$ cat config.mk
export PLATFORM = sky130hd
export DESIGN_NAME = alu_operand_stage
export DESIGN_NICKNAME = d
export VERILOG_FILES = /design/src/rtl/pipes.sv /design/src/rtl/operand_bypass.sv /design/src/rtl/alu_operand_stage.sv
export SDC_FILE = /design/constraint.sdc
export NUM_CORES = 1
export LEC_CHECK = 0
export CAP_MARGIN = 20
export CORE_AREA = 2 2 248 250
export CTS_BUF_LIST = sky130_fd_sc_hd__clkbuf_8
export DETAILED_ROUTE_END_ITERATION = 12
export DIE_AREA = 0 0 250 252
export DONT_BUFFER_PORTS = 1
export SKIP_LAST_GASP = 1
export SLEW_MARGIN = 20
export SYNTH_ARGS = -nofsm -noshare
export SYNTH_HDL_FRONTEND = slang
export SYNTH_HIERARCHICAL = 1
export SYNTH_SLANG_ARGS = --single-unit
$ cat constraint.sdc
create_clock -name clk -period 10.3 [get_ports clk]
set_clock_uncertainty 0.1 [all_clocks]
set_input_delay 2.06 -clock clk [delete_from_list [all_inputs] [get_ports clk]]
set_output_delay 2.06 -clock clk [all_outputs]
set_load 0.005 [all_outputs]
$ cat src/rtl/pipes.sv
// Shared encodings for the execute-stage operand unit: operand selects, word modes, constants.
package pipes;

    typedef enum logic [1:0] {
        SELA_RS1  = 2'd0,
        SELA_PC   = 2'd1,
        SELA_ZERO = 2'd2
    } sela_t;

    typedef enum logic [1:0] {
        SELB_RS2  = 2'd0,
        SELB_IMM  = 2'd1,
        SELB_FOUR = 2'd2,
        SELB_ZERO = 2'd3
    } selb_t;

    typedef enum logic [1:0] {
        WM_FULL   = 2'd0,
        WM_SEXT32 = 2'd1,
        WM_ZEXT32 = 2'd2
    } wmode_t;

    localparam int unsigned OP_FOUR = 4;

endpackage

$ cat src/rtl/operand_bypass.sv
// Forwarding mux for one source operand: youngest matching bypass wins, x0 reads zero.
// Purely combinational, 0 cycles; pending flags a load-use stall for the winning source.
module operand_bypass #(
    parameter int XLEN = 64,
    parameter int NBYP = 2,
    parameter int RAW  = 5
) (
    input  logic [RAW-1:0]       addr,
    input  logic [XLEN-1:0]      rf_data,
    input  logic [NBYP-1:0]      byp_valid,
    input  logic [NBYP*RAW-1:0]  byp_rd,
    input  logic [NBYP*XLEN-1:0] byp_data,
    input  logic [NBYP-1:0]      byp_pending,
    output logic [XLEN-1:0]      data,
    output logic                 pending
);

    logic hit;

    // Only the first (youngest) match counts; an older ready copy never hides a pending one.
    always_comb begin
        hit     = 1'b0;
        data    = rf_data;
        pending = 1'b0;
        for (int i = 0; i < NBYP; i++) begin
            if (!hit && byp_valid[i] && byp_rd[i*RAW +: RAW] == addr) begin
                hit     = 1'b1;
                data    = byp_data[i*XLEN +: XLEN];
                pending = byp_pending[i];
            end
        end
        if (addr == '0) begin
            data    = '0;
            pending = 1'b0;
        end
    end

endmodule

$ cat src/rtl/alu_operand_stage.sv
// Execute-stage operand forward/select into a one-entry register; 1-cycle accept-to-valid latency.
// Backpressure: in_ready drops on flush, load-use hazard, or a held result the ALU has not taken.
module alu_operand_stage
    import pipes::*;
#(
    parameter int XLEN = 64,
    parameter int NBYP = 2,
    parameter int RAW  = 5,
    parameter int CW   = 32
) (
    input  logic                 clk,
    input  logic                 reset,
    input  logic                 flush,
    input  logic                 in_valid,
    output logic                 in_ready,
    input  logic [XLEN-1:0]      in_pc,
    input  logic [XLEN-1:0]      in_imm,
    input  logic [RAW-1:0]       in_rs1,
    input  logic [RAW-1:0]       in_rs2,
    input  logic [XLEN-1:0]      in_rf_a,
    input  logic [XLEN-1:0]      in_rf_b,
    input  logic [1:0]           in_sela,
    input  logic [1:0]           in_selb,
    input  logic [1:0]           in_wmode,
    input  logic                 in_store,
    input  logic [NBYP-1:0]      byp_valid,
    input  logic [NBYP*RAW-1:0]  byp_rd,
    input  logic [NBYP*XLEN-1:0] byp_data,
    input  logic [NBYP-1:0]      byp_pending,
    output logic                 out_valid,
    input  logic                 out_ready,
    output logic [XLEN-1:0]      alu_a,
    output logic [XLEN-1:0]      alu_b,
    output logic [XLEN-1:0]      store_data,
    output logic [CW-1:0]        hazard_cycles
);

    logic [XLEN-1:0] rs1_val, rs2_val;
    logic            rs1_pend, rs2_pend;
    logic            rs1_used, rs2_used;
    logic            hazard;
    logic [XLEN-1:0] a_sel, b_sel, a_nxt, b_nxt;

    function automatic logic [XLEN-1:0] word_mode(input logic [1:0] wm, input logic [XLEN-1:0] x);
        case (wm)
            WM_SEXT32: return {{(XLEN-32){x[31]}}, x[31:0]};
            WM_ZEXT32: return {{(XLEN-32){1'b0}}, x[31:0]};
            default:   return x;
        endcase
    endfunction

    operand_bypass #(.XLEN(XLEN), .NBYP(NBYP), .RAW(RAW)) u_byp_rs1 (
        .addr        (in_rs1),
        .rf_data     (in_rf_a),
        .byp_valid   (byp_valid),
        .byp_rd      (byp_rd),
        .byp_data    (byp_data),
        .byp_pending (byp_pending),
        .data        (rs1_val),
        .pending     (rs1_pend)
    );

    operand_bypass #(.XLEN(XLEN), .NBYP(NBYP), .RAW(RAW)) u_byp_rs2 (
        .addr        (in_rs2),
        .rf_data     (in_rf_b),
        .byp_valid   (byp_valid),
        .byp_rd      (byp_rd),
        .byp_data    (byp_data),
        .byp_pending (byp_pending),
        .data        (rs2_val),
        .pending     (rs2_pend)
    );

    always_comb begin
        case (in_sela)
            SELA_PC:   a_sel = in_pc;
            SELA_ZERO: a_sel = '0;
            default:   a_sel = rs1_val;
        endcase
        case (in_selb)
            SELB_IMM:  b_sel = in_imm;
            SELB_FOUR: b_sel = XLEN'(OP_FOUR);
            SELB_ZERO: b_sel = '0;
            default:   b_sel = rs2_val;
        endcase
        a_nxt = word_mode(in_wmode, a_sel);
        b_nxt = word_mode(in_wmode, b_sel);
    end

    // in_ready must not depend on in_valid, so the stall term here is ungated;
    // the stall counter applies the in_valid qualification.
    assign rs1_used = (in_sela == SELA_RS1) || (in_sela == 2'd3);
    assign rs2_used = (in_selb == SELB_RS2) || in_store;
    assign hazard   = (rs1_used && rs1_pend) || (rs2_used && rs2_pend);
    assign in_ready = !flush && !hazard && (!out_valid || out_ready);

    always_ff @(posedge clk) begin
        if (!reset) begin
            out_valid     <= 1'b0;
            alu_a         <= '0;
            alu_b         <= '0;
            store_data    <= '0;
            hazard_cycles <= '0;
        end else begin
            if (flush) begin
                out_valid <= 1'b0;
            end else if (in_valid && in_ready) begin
                out_valid  <= 1'b1;
                alu_a      <= a_nxt;
                alu_b      <= b_nxt;
                store_data <= rs2_val;
            end else if (out_ready) begin
                out_valid <= 1'b0;
            end
            if (in_valid && hazard && !flush && hazard_cycles != {CW{1'b1}}) begin
                hazard_cycles <= hazard_cycles + 1'b1;
            end
        end
    end

endmodule

# Yosys cells after proc, flatten, opt, wreduce, memory -nomap -nowiden
# Cells that the tools add are included.
dict set report word_totals {
  register_bits 225
  elab_cells 71
  output_inout_bits 226
}
dict set report op_classes {
  bitwise_logic 2
  eq_ne 13
  addsub 1
  n_reduce_logical 30
  muxes 20
}
# op count
set op_table {}
lappend op_table {{2-to-1 mux 64 bit} 6}
lappend op_table {{one-hot mux 64 bit (2 select lines)} 3}
lappend op_table {{one-hot mux 64 bit (3 select lines)} 1}
lappend op_table {{adder 32 x 1 -> 32 bit (second input constant)} 1}
lappend op_table {{inequality test 32 bit (second input constant)} 1}
lappend op_table {{equality test 5 bit} 4}
lappend op_table {{logical AND 1 bit} 14}
lappend op_table {{equality test 2 bit (second input constant)} 5}
lappend op_table {{zero test 5 bit} 2}
lappend op_table {{2-to-1 mux 1 bit} 10}
lappend op_table {{equality test 2 x 1 -> 1 bit (second input constant)} 3}
lappend op_table {{zero test 1 bit} 5}
lappend op_table {{zero test 2 bit} 2}
lappend op_table {{logical OR 1 bit} 4}
lappend op_table {{inverter 1 bit} 2}
lappend op_table {{AND reduction 2 bit} 1}
lappend op_table {{nonzero test 2 bit} 1}
lappend op_table {{OR reduction 2 bit} 1}

# Logic depth before layout (Yosys ltp)
dict set report depth {
  depth_word 15
  depth_mapped 14
}

# By module
# Netlist, hierarchy kept.
# module cells_each area_per_inst_um2 n_inst
set by_module_without_submodules {}
lappend by_module_without_submodules {alu_operand_stage 1219 9953.3 1}
lappend by_module_without_submodules {operand_bypass 346 2123.3 2}

# Worst setup path before layout
# Ideal clock, no wire load.
dict set report synth_path {
  path_type {input to output}
  start {input port in_rs2[0]}
  end {output port in_ready}
  path_slack_ns 4.282
  n_path_buf 2
  path_stages 9
  arrival_ns 3.858
  cell_sequence {xnor2_1 -> and4_1 -> buf_2 -> buf_2 -> nand3_1 -> o31ai_1 -> or3b_1 -> and3_1 -> nor2b_1}
}
dict set report synth_via {
  elab_chain_cells 13
  elab_cells_between_ends 16
  classes_between {eq/ne: 2; mux: 4; reduce/logical: 10}
}
# element line
set synth_rtl {}
lappend synth_rtl {{from (decl)} alu_operand_stage.sv:19} ;# input logic [RAW-1:0] in_rs2,
lappend synth_rtl {{equality test 5 bit} operand_bypass.sv:26} ;# if (!hit && byp_valid[i] && byp_rd[i*RAW +: RAW] == addr) begin
lappend synth_rtl {{logical AND 1 bit} operand_bypass.sv:26}
lappend synth_rtl {{2-to-1 mux 1 bit} operand_bypass.sv:26}
lappend synth_rtl {{zero test 1 bit} operand_bypass.sv:26}
lappend synth_rtl {{logical AND 1 bit (2 in series)} operand_bypass.sv:26}
lappend synth_rtl {{2-to-1 mux 1 bit} operand_bypass.sv:26}
lappend synth_rtl {{2-to-1 mux 1 bit (*)} operand_bypass.sv:32} ;# if (addr == '0) begin
lappend synth_rtl {{net rs2_pend} alu_operand_stage.sv:39} ;# logic rs1_pend, rs2_pend;
lappend synth_rtl {{logical AND 1 bit (*)} alu_operand_stage.sv:94} ;# assign hazard = (rs1_used && rs1_pend) || (rs2_used && rs2_pend);
lappend synth_rtl {{logical OR 1 bit (*)} alu_operand_stage.sv:94}
lappend synth_rtl {{zero test 1 bit (*)} alu_operand_stage.sv:95} ;# assign in_ready = !flush && !hazard && (!out_valid || out_ready);
lappend synth_rtl {{logical AND 1 bit (*) (2 in series)} alu_operand_stage.sv:95}
lappend synth_rtl {{to (decl)} alu_operand_stage.sv:15} ;# output logic in_ready,
# The timed path passes the listed nets; every way through them passes the cells marked *.

# Worst setup path in the final report
# Same ends and word-level chain as after synthesis.

==> impl_metrics.sql <==
INSERT INTO impl_metrics (metric_group, metric, value, unit) VALUES
('outcome', 'outcome', 'completed', ''),
('synth', 'syn-cell-area', '14200', 'um^2'),
('synth', 'post-synth-top-area-cell', 'sky130_fd_sc_hd__dfxtp_1', ''),
('detailed_routing', 'drt.antenna.violating_nets', '0', ''),
('synth', 'yosysMostFrequentCell', 'sky130_fd_sc_hd__nand2_1', ''),
('synth', 'proportion_of_synthesized_chip_area_in_sequential_cells', '31.7', '%'),
('clock_tree', 'cts_buffers', '46', ''),
('placed_design', 'globalplace.congestion', '0.980', ''),
('synth', 'synthDistinctLibCells', '56', ''),
('synth', 'synth.top_cell.area_share', '31.7', '%'),
('setup_path', 'cp_max_fo', '60', ''),
('sta', 'post-route-period-util', '69.0', '%'),
('detailed_routing', 'detailedRoute.firstPassIterationCount', '8', ''),
('setup_path', 'setup.worst_path.class', 'input port to output port', ''),
('clock_tree', 'ctsResizeCount', '0', ''),
('floorplan', 'core_region_area', '60100', 'um^2'),
('detailed_routing', 'avgRoutedWirePerCell', '31.5', 'um'),
('global_route', 'grt_remaining_overflow', '0', ''),
('synth', 'syn_nets', '2334', ''),
('synth', 'ys_ff_latch', '225', ''),
('clock_tree', 'tritoncts_num_sinks', '225', ''),
('setup_path', 'timing.critical_path.cells', 'xnor2_1 > and4_2 > buf_4 > nand3_1 > o31ai_1 > or3b_1 > and3_1 > nor2b_1', ''),
('synth', 'netlist_instances', '1911', ''),
('global_route', 'grt_use_total', '24.3', '%'),
('placed_design', 'placed_area', '14700', 'um^2'),
('setup_path', 'worst_path_largest_cell_delay', '0.72', 'ns'),
('detailed_routing', 'vias', '15969', ''),
('synth', 'synth_top_family_by_area', 'compound AO/OA/AOI/OAI gates', ''),
('power', 'power.static_leakage', '4.75', 'nW'),
('power', 'report.power.total', '2.41', 'mW'),
('synth', 'yosys.area_share.adder', '0.264', '%'),
('cells_and_area', 'layout.nets', '2193', ''),
('sta', 'final_hold_viol_count', '0', ''),
('sta', 'timing.final.setup_violations', '0', ''),
('sta', 'fin_tns_setup', '0', 'ns'),
('floorplan', 'chipHeight', '252', 'um'),
('global_route', 'global_route_wire_length_before_repair', '113000', 'um'),
('synth', 'synth_compound_gate_area_share', '28.5', '%'),
('sta', 'max_clock_freq', '141', 'MHz'),
('cells_and_area', 'area_growth', '10.7', '%'),
('power', 'pwr_density_cell', '153', 'nW/um^2'),
('synth', 'postSynth.asyncResetShare', '0', '%'),
('floorplan', 'die_w', '250', 'um'),
('sta', 'max_slew_margin', '22.3', '%'),
('floorplan', 'starting_density_of_the_core', '23.6', '%'),
('synth', 'synth_simple_gate_area_share', '26.5', '%'),
('setup_path', 'worstSetupEndpointType', 'output port', ''),
('global_route', 'grt_pass1_vias', '14900', ''),
('detailed_routing', 'vias_per_cell', '6.16', ''),
('clock_tree', 'post_cts_buffers', '0', ''),
('detailed_routing', 'first_drt_iteration_drcs', '2050', ''),
('setup_path', 'crit_family', 'simple AND/OR/NAND/NOR gates', ''),
('floorplan', 'pin_count', '646', ''),
('synth', 'edff_count_synth', '0', ''),
('setup_path', 'worst_ep_required_time', '8.14', 'ns'),
('placed_design', 'placement.io_buffers', '0', ''),
('synth', 'syn_area_per_cell', '7.43', 'um^2'),
('sta', 'worst-slew-pin-transition', '1.16', 'ns'),
('synth', 'yosys.area_share.xor_xnor', '1.48', '%'),
('clock_tree', 'cts_hold_repair.buffers', '0', ''),
('setup_path', 'critical-path-slowest-cell', 'sky130_fd_sc_hd__o31ai_1', ''),
('run', 'max_cap_violations', '0', ''),
('synth', 'synthFlopType', 'sky130_fd_sc_hd__dfxtp_1', ''),
('sta', 'layout_min_cycle_time', '7.11', 'ns'),
('clock_tree', 'clk_root_buffer_cell', 'sky130_fd_sc_hd__clkbuf_8', ''),
('global_route', 'grt_antenna_before_repair', '13', ''),
('clock_tree', 'cts.path.max_buffers', '3', ''),
('setup_path', 'crit_buf_inv', '1', ''),
('sta', 'rsz0062_at_grt', 'false', ''),
('floorplan', 'rows', '90', ''),
('clock_tree', 'path_clk_slew', '0.05', 'ns');
## tightest hold or removal path, delay by kind of cell, from the launching register on
family,cells,cell delay [ns]
compound gates,1,0.05
flops,1,0.32
simple gates,1,0.06
## cells in the final DEF, fill, tap and decap left out, types with 3 or more instances in the layout
cell                        instances
sky130_fd_sc_hd__o22a_1            10
sky130_fd_sc_hd__buf_4             37
sky130_fd_sc_hd__nor2_1            98
sky130_fd_sc_hd__inv_6              3
sky130_fd_sc_hd__mux2i_1           68
sky130_fd_sc_hd__a221oi_1           6
sky130_fd_sc_hd__a311oi_2          23
sky130_fd_sc_hd__nand2_4            3
sky130_fd_sc_hd__or4_1             10
sky130_fd_sc_hd__bufinv_16          3
sky130_fd_sc_hd__or3_1             44
sky130_fd_sc_hd__xor2_1             3
sky130_fd_sc_hd__nand2b_1           6
sky130_fd_sc_hd__dfxtp_1          225
sky130_fd_sc_hd__nand4_1          130
sky130_fd_sc_hd__nor3_1           161
sky130_fd_sc_hd__nand2_1          261
sky130_fd_sc_hd__inv_1             17
sky130_fd_sc_hd__o221a_2           32
sky130_fd_sc_hd__nand3_1           25
sky130_fd_sc_hd__clkinv_2           8
sky130_fd_sc_hd__nor4_1             5
sky130_fd_sc_hd__or2_2              4
sky130_fd_sc_hd__xnor2_1           19
sky130_fd_sc_hd__o21ai_0          183
sky130_fd_sc_hd__a311oi_1          95
sky130_fd_sc_hd__a21oi_1          147
sky130_fd_sc_hd__a22o_1            24
sky130_fd_sc_hd__o211ai_1           4
sky130_fd_sc_hd__diode_2            7
sky130_fd_sc_hd__and4_1             3
sky130_fd_sc_hd__clkbuf_8          59
sky130_fd_sc_hd__a211oi_1          34
sky130_fd_sc_hd__o31ai_1            9
## registers in the layout (all words and copies together), names as in the netlist
register and count:
store_data 64, hazard_cycles 32, out_valid 1, alu_a 64, alu_b 64
## worst paths after layout
| kind | start | end | slack (ns) | cells past startpoint |
|---|---|---|---|---|
| setup / recovery | in_rs2[0] | in_ready | 3.19 | 8 |
| hold / removal | alu_b[29] | alu_b[29] | 0.37 | 2 |
| setup reg to reg | out_valid | alu_a[40] | 7.27 | 6 |
| hold reg to reg | alu_b[29] | alu_b[29] | 0.37 | 2 |
## report_power, final
group / switching [mW] / internal, mW / total, mW
registers: 0.0436 / 0.916 / 0.959
clock network: 0.445 / 0.591 / 1.04
logic: 0.291 / 0.125 / 0.415
total: 0.779 / 1.63 / 2.41
## layout make-up
class,count,area [um^2]
Antenna cell,7,17.5
Clock buffer,59,812
Clock inverter,23,189
Fill cell,6620,44400
Inverter,9,38.8
Multi-Input combinational cell,1450,8880
Sequential cell,225,4500
Tap cell,782,978
Timing Repair Buffer,38,298
## routing by layer
layer / vias to the layer above / routed length (um) / global-route usage, %
met5: - / 36 / 0
met4: 6 / 2610 / 7.60
met3: 187 / 9470 / 8.72
met2: 1174 / 35300 / 36.9
met1: 7673 / 34400 / 32.0
li1: 6929 / - / -
## stage by stage
step / setup slack, ns / instances / hold WS [ns]
2_1_floorplan: 4.28 / 1911 / 0.348
3_3_place_gp: 3.22 / 2503 / 0.361
3_5_place_dp: 3.20 / 2504 / 0.364
4_1_cts: 3.20 / 2586 / 0.372
5_1_grt: 3.11 / 2591 / 0.395
6_report: 3.19 / 2593 / 0.370
## logic make-up (layout without fill, tap and decap cells)
logic type / after synthesis / count (layout)
AO/OA/AOI/OAI: 584 / 584
multiplexers: 68 / 68
buffers and inverters: 236 / 129
adder cells (fa/ha/maj): 3 / 3
XOR/XNOR: 24 / 24
other: 0 / 7
AND/OR/NAND/NOR: 771 / 771
flip-flops: 225 / 225
Power figures use the tool's default switching activity.
